[src/rtl/muldiv_pkg.sv]
// muldiv_pkg: state enum, RV32M funct3 codes and operand-signedness helpers for the muldiv sequencer.
package muldiv_pkg;
  typedef enum logic [1:0] {S_IDLE, S_CALC, S_FIX, S_DONE} md_state_e;
  localparam logic [2:0] MD_MUL    = 3'b000;
  localparam logic [2:0] MD_MULH   = 3'b001;
  localparam logic [2:0] MD_MULHSU = 3'b010;
  localparam logic [2:0] MD_MULHU  = 3'b011;
  localparam logic [2:0] MD_DIV    = 3'b100;
  localparam logic [2:0] MD_DIVU   = 3'b101;
  localparam logic [2:0] MD_REM    = 3'b110;
  localparam logic [2:0] MD_REMU   = 3'b111;
  function automatic logic is_div(input logic [2:0] f);
    return f[2];
  endfunction
  function automatic logic is_signed_a(input logic [2:0] f);
    return f == MD_MUL || f == MD_MULH || f == MD_MULHSU || f == MD_DIV || f == MD_REM;
  endfunction
  function automatic logic is_signed_b(input logic [2:0] f);
    return f == MD_MUL || f == MD_MULH || f == MD_DIV || f == MD_REM;
  endfunction
endpackage

[src/rtl/muldiv_datapath.sv]
// muldiv_datapath: shift-add multiply / restoring divide registers, sign fix-up and result register.
// MULDIV_FAST_MUL_EN: multiplies resolve in one step at load.
module muldiv_datapath
  import muldiv_pkg::*;
#(
  parameter int W = 32
) (
  input  logic         clk_i,
  input  logic         rst_i,
  input  logic         load_i,
  input  logic         step_i,
  input  logic         fix_i,
  input  logic [2:0]   funct3_i,
  input  logic [W-1:0] op_a_i,
  input  logic [W-1:0] op_b_i,
  output logic         special_o,
  output logic [W-1:0] result_o
);
  logic [2:0]     f_q;
  logic           neg_a_q, neg_b_q;
  logic [W-1:0]   mc_q, quo_q, result_q;
  logic [2*W-1:0] prod_q;
  logic [W:0]     rem_q;
  logic           neg_a, neg_b, div_zero, ovf, neg_p;
  logic [W-1:0]   abs_a, abs_b, div_res, load_res, q_fix, r_fix, fix_res;
  logic [W:0]     sum, sh, diff;
  logic [2*W-1:0] p_fix;
  assign neg_a    = is_signed_a(funct3_i) & op_a_i[W-1];
  assign neg_b    = is_signed_b(funct3_i) & op_b_i[W-1];
  assign abs_a    = neg_a ? -op_a_i : op_a_i;
  assign abs_b    = neg_b ? -op_b_i : op_b_i;
  assign div_zero = op_b_i == '0;
  assign ovf      = is_div(funct3_i) & is_signed_a(funct3_i) & (op_a_i == {1'b1, {(W-1){1'b0}}}) & (&op_b_i);
  assign div_res  = ovf ? (funct3_i[1] ? '0 : {1'b1, {(W-1){1'b0}}}) : (funct3_i[1] ? op_a_i : '1);
`ifdef MULDIV_FAST_MUL_EN
  logic [2*W-1:0] full;
  assign full      = {{W{neg_a}}, op_a_i} * {{W{neg_b}}, op_b_i};
  assign load_res  = is_div(funct3_i) ? div_res : (funct3_i == MD_MUL ? full[W-1:0] : full[2*W-1:W]);
  assign special_o = is_div(funct3_i) ? (div_zero | ovf) : 1'b1;
`else
  assign load_res  = div_res;
  assign special_o = is_div(funct3_i) & (div_zero | ovf);
`endif
  // Multiplier sits in the low half of prod_q and shifts out as partial sums shift in.
  assign sum     = {1'b0, prod_q[2*W-1:W]} + (prod_q[0] ? {1'b0, mc_q} : '0);
  assign sh      = {rem_q[W-1:0], quo_q[W-1]};
  assign diff    = sh - {1'b0, mc_q};
  assign neg_p   = (f_q == MD_MULHSU) ? neg_a_q : neg_a_q ^ neg_b_q;
  assign p_fix   = neg_p ? -prod_q : prod_q;
  assign q_fix   = (neg_a_q ^ neg_b_q) ? -quo_q : quo_q;
  assign r_fix   = neg_a_q ? -rem_q[W-1:0] : rem_q[W-1:0];
  assign fix_res = !f_q[2] ? (f_q == MD_MUL ? p_fix[W-1:0] : p_fix[2*W-1:W]) : (f_q[1] ? r_fix : q_fix);
  always_ff @(posedge clk_i) begin
    if (rst_i) begin
      f_q      <= '0;
      neg_a_q  <= 1'b0;
      neg_b_q  <= 1'b0;
      mc_q     <= '0;
      prod_q   <= '0;
      rem_q    <= '0;
      quo_q    <= '0;
      result_q <= '0;
    end else begin
      if (load_i) begin
        f_q     <= funct3_i;
        neg_a_q <= neg_a;
        neg_b_q <= neg_b;
        mc_q    <= is_div(funct3_i) ? abs_b : abs_a;
        prod_q  <= {{W{1'b0}}, abs_b};
        rem_q   <= '0;
        quo_q   <= abs_a;
        if (special_o) result_q <= load_res;
      end else if (step_i) begin
        prod_q <= {sum, prod_q[W-1:1]};
        rem_q  <= diff[W] ? sh : diff;
        quo_q  <= {quo_q[W-2:0], ~diff[W]};
      end
      if (fix_i) result_q <= fix_res;
    end
  end
  assign result_o = result_q;
endmodule

[src/rtl/muldiv_sequencer.sv]
// muldiv_sequencer: RV32M multiply/divide controller (FSM, iteration counter, start/flush handshake).
// MULDIV_FAST_MUL_EN: single-step multiplies (handled in muldiv_datapath).
module muldiv_sequencer
  import muldiv_pkg::*;
#(
  parameter int DATA_WIDTH = 32
) (
  input  logic                  clk_i,
  input  logic                  rst_i,
  input  logic                  start_i,
  input  logic                  flush_i,
  input  logic [2:0]            funct3_i,
  input  logic [DATA_WIDTH-1:0] op_a_i,
  input  logic [DATA_WIDTH-1:0] op_b_i,
  output logic                  busy_o,
  output logic                  done_o,
  output logic [DATA_WIDTH-1:0] result_o
);
  localparam int CW = $clog2(DATA_WIDTH);
  md_state_e state_q, state_d;
  logic [CW-1:0] cnt_q, cnt_d;
  logic accept, special;
  assign accept = start_i & ~flush_i & (state_q == S_IDLE || state_q == S_DONE);
  always_comb begin
    state_d = state_q;
    cnt_d   = cnt_q;
    if (flush_i) state_d = S_IDLE;
    else if (accept) begin
      state_d = special ? S_DONE : S_CALC;
      cnt_d   = CW'(DATA_WIDTH - 1);
    end else if (state_q == S_CALC) begin
      state_d = cnt_q == '0 ? S_FIX : S_CALC;
      cnt_d   = cnt_q == '0 ? '0 : cnt_q - 1'b1;
    end else if (state_q == S_FIX) state_d = S_DONE;
    else if (state_q == S_DONE) state_d = S_IDLE;
  end
  always_ff @(posedge clk_i) begin
    if (rst_i) begin
      state_q <= S_IDLE;
      cnt_q   <= '0;
    end else begin
      state_q <= state_d;
      cnt_q   <= cnt_d;
    end
  end
  assign busy_o = state_q == S_CALC || state_q == S_FIX;
  assign done_o = state_q == S_DONE;
  // A flush during FIX must not commit the result.
  muldiv_datapath #(.W(DATA_WIDTH)) u_dp (
    .clk_i     (clk_i),
    .rst_i     (rst_i),
    .load_i    (accept),
    .step_i    (state_q == S_CALC),
    .fix_i     (state_q == S_FIX && !flush_i),
    .funct3_i  (funct3_i),
    .op_a_i    (op_a_i),
    .op_b_i    (op_b_i),
    .special_o (special),
    .result_o  (result_o)
  );
endmodule

[config.mk]
export PLATFORM = sky130hd
export DESIGN_NAME = muldiv_sequencer
export DESIGN_NICKNAME = d
export VERILOG_FILES = /design/src/rtl/muldiv_pkg.sv /design/src/rtl/muldiv_datapath.sv /design/src/rtl/muldiv_sequencer.sv
export SDC_FILE = /design/constraint.sdc
export NUM_CORES = 1
export LEC_CHECK = 0
export ABC_AREA = 1
export BUFFER_PORTS_ARGS = -buffer_cell sky130_fd_sc_hd__buf_2
export CELL_PAD_IN_SITES_DETAIL_PLACEMENT = 1
export CELL_PAD_IN_SITES_GLOBAL_PLACEMENT = 1
export CORE_AREA = 4 4 212 214
export DETAILED_ROUTE_END_ITERATION = 8
export DIE_AREA = 0 0 216 218
export PLACE_DENSITY = 0.91
export SLEW_MARGIN = 30
export SYNTH_ARGS = -nofsm -noshare
export SYNTH_HDL_FRONTEND = slang
export SYNTH_SLANG_ARGS = --single-unit
[constraint.sdc]
create_clock -name clk_i -period 7.45 [get_ports clk_i]
set_clock_uncertainty 0.05 [all_clocks]
set_input_delay 0.745 -clock clk_i [delete_from_list [all_inputs] [get_ports clk_i]]
set_output_delay 0.745 -clock clk_i [all_outputs]
set_load 0.005 [all_outputs]
Word-level counts from Yosys, hierarchy flattened
Index checks and enable logic that the tools add are counted.
- register bits after elaboration: 204
- latch bits: 0
- RAM bits: 0
- bits in read-only memories: 0
- bits of input ports: 71
- output and inout port bits: 34
- memories kept: 0
- $add $sub $neg: 8
- multiply operators: 0
- divide/modulo/power cells: 0
- order comparisons: 0
- equal/unequal tests: 9
- shift-type cells: 0
- muxes and demuxes: 31
- bitwise operators: 12
- reduce and logical (&&, ||, !) cells: 24
- operators by type and width (kind ; count):
    32-bit 2-to-1 mux ; 20
    32-bit negation ; 4
    64-bit 2-to-1 mux ; 1
    64-bit negation ; 1
    32-bit by 32-bit adder with 33-bit output ; 1
    33-bit by 32-bit subtractor with 33-bit output ; 1
    32-bit equality test, second input constant ; 1
    32-bit logical NOT ; 1
    32-bit AND reduction ; 1
    5-bit 2-to-1 mux ; 3
    2-bit 2-to-1 mux ; 6
    1-bit bitwise AND ; 8
    1-bit logical OR ; 8
    3-bit by 2-bit equality test with 1-bit output, second input constant ; 2
    3-bit equality test, second input constant ; 2
    3-bit logical NOT ; 2
    2-bit nonzero test ; 3
    5-bit logical NOT ; 1
    5-bit by 1-bit subtractor with 5-bit output, second input constant ; 1
    2-bit equality test, second input constant ; 2
    2-bit AND reduction ; 2
    4-bit nonzero test ; 1
    2-bit OR reduction ; 2
    3-bit by 1-bit equality test with 1-bit output, second input constant ; 1
    other kinds (8) ; 9

Depth between registers and ports, before layout
- depth after elaboration: 13
- mapped depth: 19
- depth with buffers taken out: 18

Modules after synthesis
A second synthesis with hierarchy kept.
- cells, all modules: 3794
- area, all modules: 20917.6 um2
- modules (own cells, without submodules) (module ; times used ; cells each ; area each (um2) ; sequential area each (um2)):
    muldiv_datapath ; 1 ; 3725 ; 20452.1 ; 3943.8
    muldiv_sequencer ; 1 ; 69 ; 465.4 ; 140.1

Least setup slack after synthesis
OpenSTA, ideal clock, no wires.
- path type: flip-flop to flip-flop
- from: register u_dp.prod_q[0]
- to: register u_dp.prod_q[53]
- library setup time: 0.109 ns
- arrival time: 2.345 ns
- data required time: 7.291 ns
- setup slack: 4.946 ns
- stages on the path, launching flop included: 20
- path buffers: 2
- clock period less this slack: 2.504 ns
- cells stage by stage: dfxtp_1 > buf_2 > clkbuf_1 > nand2_1 > inv_1 > ha_1 > fa_1 > nand3_1 > nand2_1 > a21oi_1 > inv_1 > nand2_1 > nand2_1 > a21o_1 > nand2_1 > nand2_1 > nand2_1 > nand3_1 > nand2_1 > inv_1
- cells in the longest elaborated chain, start to end: 2
- RTL lines (element ; line ; source):
    from (decl) ; muldiv_datapath.sv:22 ; logic [2*W-1:0] prod_q;
    from (signal assigned) ; muldiv_datapath.sv:69 ; prod_q <= {{W{1'b0}}, abs_b};
    from (signal assigned) ; muldiv_datapath.sv:74 ; prod_q <= {sum, prod_q[W-1:1]};
    32-bit 2-to-1 mux ; muldiv_datapath.sv:45 ; assign sum = {1'b0, prod_q[2*W-1:W]} + (prod_q[0] ? {1'b0, mc_q} : '0);
    32-bit by 32-bit adder with 33-bit output ; muldiv_datapath.sv:45 ;
No other way between the ends.
A chain may end at the register's enable or synchronous reset.

Worst setup path after layout
- from: register u_dp.f_q[2]
- to: register u_dp.result_q[14], in the netlist u_dp.result_o[14]
- cells in the longest elaborated chain, start to end: 6
- elaborated cells between the ends (all ways): 7
- those cells by class: 1 x eq/ne; 5 x mux; 1 x reduce/logical
- RTL lines (element ; line ; source):
    from (decl) ; muldiv_datapath.sv:19 ; logic [2:0] f_q;
    from (signal assigned) ; muldiv_datapath.sv:65 ; f_q <= funct3_i;
    3-bit by 2-bit equality test with 1-bit output ; muldiv_datapath.sv:48 ; assign neg_p = (f_q == MD_MULHSU) ? neg_a_q : neg_a_q ^ neg_b_q;
    1-bit 2-to-1 mux ; muldiv_datapath.sv:48 ;
    64-bit 2-to-1 mux ; muldiv_datapath.sv:49 ; assign p_fix = neg_p ? -prod_q : prod_q;
    32-bit 2-to-1 mux ; muldiv_datapath.sv:52 ; assign fix_res = !f_q[2] ? (f_q == MD_MUL ? p_fix[W-1:0] : p_fix[2*W-1:W]) : (f_q[1] ? r_fix : q_fix);
    32-bit 2-to-1 mux * ; muldiv_datapath.sv:52 ;
    32-bit 2-to-1 mux * ; muldiv_datapath.sv:78 ; if (fix_i) result_q <= fix_res;
    to (signal assigned) ; muldiv_datapath.sv:72 ; if (special_o) result_q <= load_res;
    to (signal assigned) ; muldiv_datapath.sv:78 ;
    to (decl) ; muldiv_datapath.sv:21 ; logic [W-1:0] mc_q, quo_q, result_q;
Every way passes the cells marked *; elsewhere a longest branch is shown, timed or not.

==> results.yml <==
grt:
  grt_start_max_net_pins: 80
  grt_first_pass_wirelength_mm: 150
  first_global_vias: 25500
  overall_global_routing_resource_usage: 0.404
  gr-total-overflow: 0
  grt_antenna_before_repair: 3
power_and_ir_drop:
  power.share.combinational: 0.340
  leakagePower_nw: 11.1
  pwr-share-seq: 0.320
  power_switching_share: 0.419
  cellInternalPower_w: 0.00222
  power_per_cell_area_nw_per_um2: 176
  irDropWorstVdd_uv: 161
  p_clk_frac: 0.340
  power_switching_w: 0.00160
yosys:
  synth_seq_area_share: 0.203
  number_of_synthesized_register_bits: 204
  synth-edff-count: 0
  synth.largest_area_cell: "sky130_fd_sc_hd__dfxtp_1"
  net_count_synth: 3767
  synthTopCellsByArea: "sky130_fd_sc_hd__dfxtp_1 (20%), sky130_fd_sc_hd__nand2_1 (20%), sky130_fd_sc_hd__inv_1 (9.0%), sky130_fd_sc_hd__nand3_1 (8.5%), sky130_fd_sc_hd__nor2_1 (7.9%)"
  synth.yosys.warnings: 0
  synthDistinctLibCells: 54
  synth_top_flop_cell: "sky130_fd_sc_hd__dfxtp_1"
  synthesis.area_sq_um: 20100
  postSynthCellCount: 3620
  post-synth-top-area-fraction: 0.203
  synth.avg_cell_area_sq_um: 5.55
  ffs_w_async_s_r_synth: 0
floorplan:
  die_height_um: 218
  core_sq_um: 42900
  die-area_sq_um: 47100
  placementRows: 76
  initial_utilization: 0.468
  design.portCount: 105
  die_width_um: 216
clock_network:
  insertion_delay_ps: 580
  cts-resized-gates: 0
  clock_path_buffers: 3
  hold_buffers: 0
  clock-root-buffer: "sky130_fd_sc_hd__clkbuf_16"
  cts_tree: "built"
  clock-sinks: 204
  cts_htree_levels: 1
  clkTransAtPathRegs_ps: 70
  cts_setup_buffers: 0
  numCtsBuffers: 26
final_layout:
  layout.area.seq_sq_um: 4090
  final-instance-count-excl-fill: 4245
  multi_input_area_sq_um: 13500
  num-fill-cells: 6370
  finish.instance_area_sq_um: 21700
  final_common_cell: "sky130_fd_sc_hd__nand2_1"
  drive_above_1_share: 0.0650
  layout.cells.most_common_list: "sky130_fd_sc_hd__nand2_1 (1047), sky130_fd_sc_hd__inv_1 (480), sky130_fd_sc_hd__nor2_1 (421)"
  diodes: 0
  area.growth.synth_to_final_pct: 8.21
  nets_final: 3787
critical_path:
  cp.arrival_ps: 4350
  timing.critical_path.slowest_stage_cell: "sky130_fd_sc_hd__buf_4"
  worst_setup_path_start_kind: "register"
  critical_path.n_buffers_inverters: 4
  critPathRequiredTime_ps: 7890
  crit_chain: "buf_4 > inv_2 > nand3_1 > nand2_1 > nand2_2 > buf_4 > inv_2 > o21ai_0 > a31oi_1 > o21ai_0 > nand2_1 > a21oi_1"
  critical_setup_path_kind: "register to register"
  slack_of_the_worst_reg_to_reg_path_ps: 3550
  cp_max_fo: 66
  endpoint_kind: "register"
  slowest_delay_ps: 550
  critical-path-top-delay-family: "buffers and inverters"
timing:
  timing_worst_slew_pin_value_ps: 1010
  min_period_ps: 3900
  max_freq_ghz: 0.256
  report.final.slew_viol_count: 0
  timing_hold_violations_final: 0
  count_of_final_setup_violators: 0
  finalSetupTns_ps: 0
  maxSlewHeadroom: 0.320
  finalHoldWorstSlack_ps: 451
  grt_setup_unrepaired: "false"
  timing.final.crit_share: 0.524
run:
  drv.max_cap_violation_count: 0
detailed_routing:
  final_antenna_net_count: 0
  routed_wirelength_mm: 99.3
  drt_pass1_iterations: 8
  routed_via_density: 6.11
  total_number_of_vias: 25900
  drt-initial-drc-count: 3023
  route.detailed.wl_per_inst_um: 23.4
  drcViolationCount: 0
status:
  status: "completed"
place:
  place_inst: 4197
  port_buffers: 104
  postPlaceCellArea_sq_um: 20900
  place.detailed.hpwl_mm: 78.0
  place_congestion: 1.04
hold_path:
  min_path_type: "register to register"
==> stage by stage <==
stage,util,worst slack (ps),power (W)
2_1_floorplan,-,4950,0.00202
3_3_place_gp,0.487,3930,0.00243
3_5_place_dp,0.487,3860,0.00246
4_1_cts,0.507,3770,0.00375
5_1_grt,0.507,3430,0.00397
6_report,0.507,3550,0.00382
==> state kept, by name, summed over array words and instances (netlist names) <==
name           flops
u_dp.rem_q        32
u_dp.result_o     32
u_dp.quo_q        32
u_dp.neg_a_q       1
u_dp.prod_q       64
cnt_q              5
state_q            2
u_dp.f_q           3
u_dp.neg_b_q       1
u_dp.mc_q         32
==> cell usage after synthesis, types with 12 or more instances <==
cell / count
sky130_fd_sc_hd__a21oi_1: 273
sky130_fd_sc_hd__a31oi_1: 60
sky130_fd_sc_hd__buf_1: 21
sky130_fd_sc_hd__buf_2: 22
sky130_fd_sc_hd__clkbuf_1: 70
sky130_fd_sc_hd__dfxtp_1: 204
sky130_fd_sc_hd__ha_1: 74
sky130_fd_sc_hd__inv_1: 482
sky130_fd_sc_hd__inv_2: 16
sky130_fd_sc_hd__nand2_1: 1047
sky130_fd_sc_hd__nand2_2: 12
sky130_fd_sc_hd__nand3_1: 340
sky130_fd_sc_hd__nand3b_1: 13
sky130_fd_sc_hd__nand4_1: 44
sky130_fd_sc_hd__nor2_1: 424
sky130_fd_sc_hd__nor3_1: 39
sky130_fd_sc_hd__o211ai_1: 16
sky130_fd_sc_hd__o21ai_0: 189
sky130_fd_sc_hd__o21ai_1: 50
sky130_fd_sc_hd__o22ai_1: 36
sky130_fd_sc_hd__xnor2_1: 20
sky130_fd_sc_hd__xor2_1: 60
==> worst paths after layout <==
kind                       from                 to  depth (start not counted)
hold reg to reg   u_dp.rem_q[0]      u_dp.rem_q[0]                          2
hold / removal    u_dp.rem_q[0]      u_dp.rem_q[0]                          2
setup reg to reg    u_dp.f_q[2]  u_dp.result_o[14]                         12
setup / recovery    u_dp.f_q[2]  u_dp.result_o[14]                         12
==> cell families (layout without fill, tap and decap cells) <==
logic type / after synthesis / after routing / share of synthesized area
AO/OA/AOI/OAI: 667 / 667 / 0.181
XOR/XNOR: 80 / 80 / 0.0349
adder cells (fa/ha/maj): 76 / 76 / 0.0481
buffers and inverters: 631 / 671 / 0.124
flip-flops: 204 / 204 / 0.203
AND/OR/NAND/NOR: 1962 / 1962 / 0.409
==> worst register-to-register path: cells and delay by family (launching register included) <==
| kind | cells | cell delay (ps) |
|---|---|---|
| buffers and inverters | 4 | 1930 |
| DFF | 1 | 320 |
| and+or+nand+nor | 4 | 610 |
| AOI/OAI and AO/OA | 4 | 950 |
==> power groups by stage <==
| stage | Sequential [W] | Combinational (W) | Clock [W] |
|---|---|---|---|
| after floorplan | 0.00120 | 0.000818 | 0 |
| after global placement | 0.00124 | 0.00120 | 0 |
| after detailed placement | 0.00124 | 0.00123 | 0 |
| after CTS | 0.00121 | 0.00124 | 0.00130 |
| after global routing | 0.00122 | 0.00140 | 0.00134 |
| final | 0.00122 | 0.00130 | 0.00130 |
==> final cells by class <==
type | count | area share
Sequential cell | 204 | 0.188
Multi-Input combinational cell | 2785 | 0.623
Timing Repair Buffer | 120 | 0.0295
Clock buffer | 35 | 0.0343
Inverter | 503 | 0.0869
Tap cell | 585 | 0.0337
Clock inverter | 13 | 0.00455
==> metal layers <==
metal | track usage | vias to the layer above | part of all wire | wire (um)
li1 | - | 11800 | - | -
met1 | 0.505 | 12400 | 0.39 | 38700
met2 | 0.636 | 1388 | 0.43 | 42800
met3 | 0.0971 | 398 | 0.10 | 10400
met4 | 0.234 | 6 | 0.075 | 7410
met5 | 0 | - | 0.00047 | 47
(Power assumes the default switching activity.)
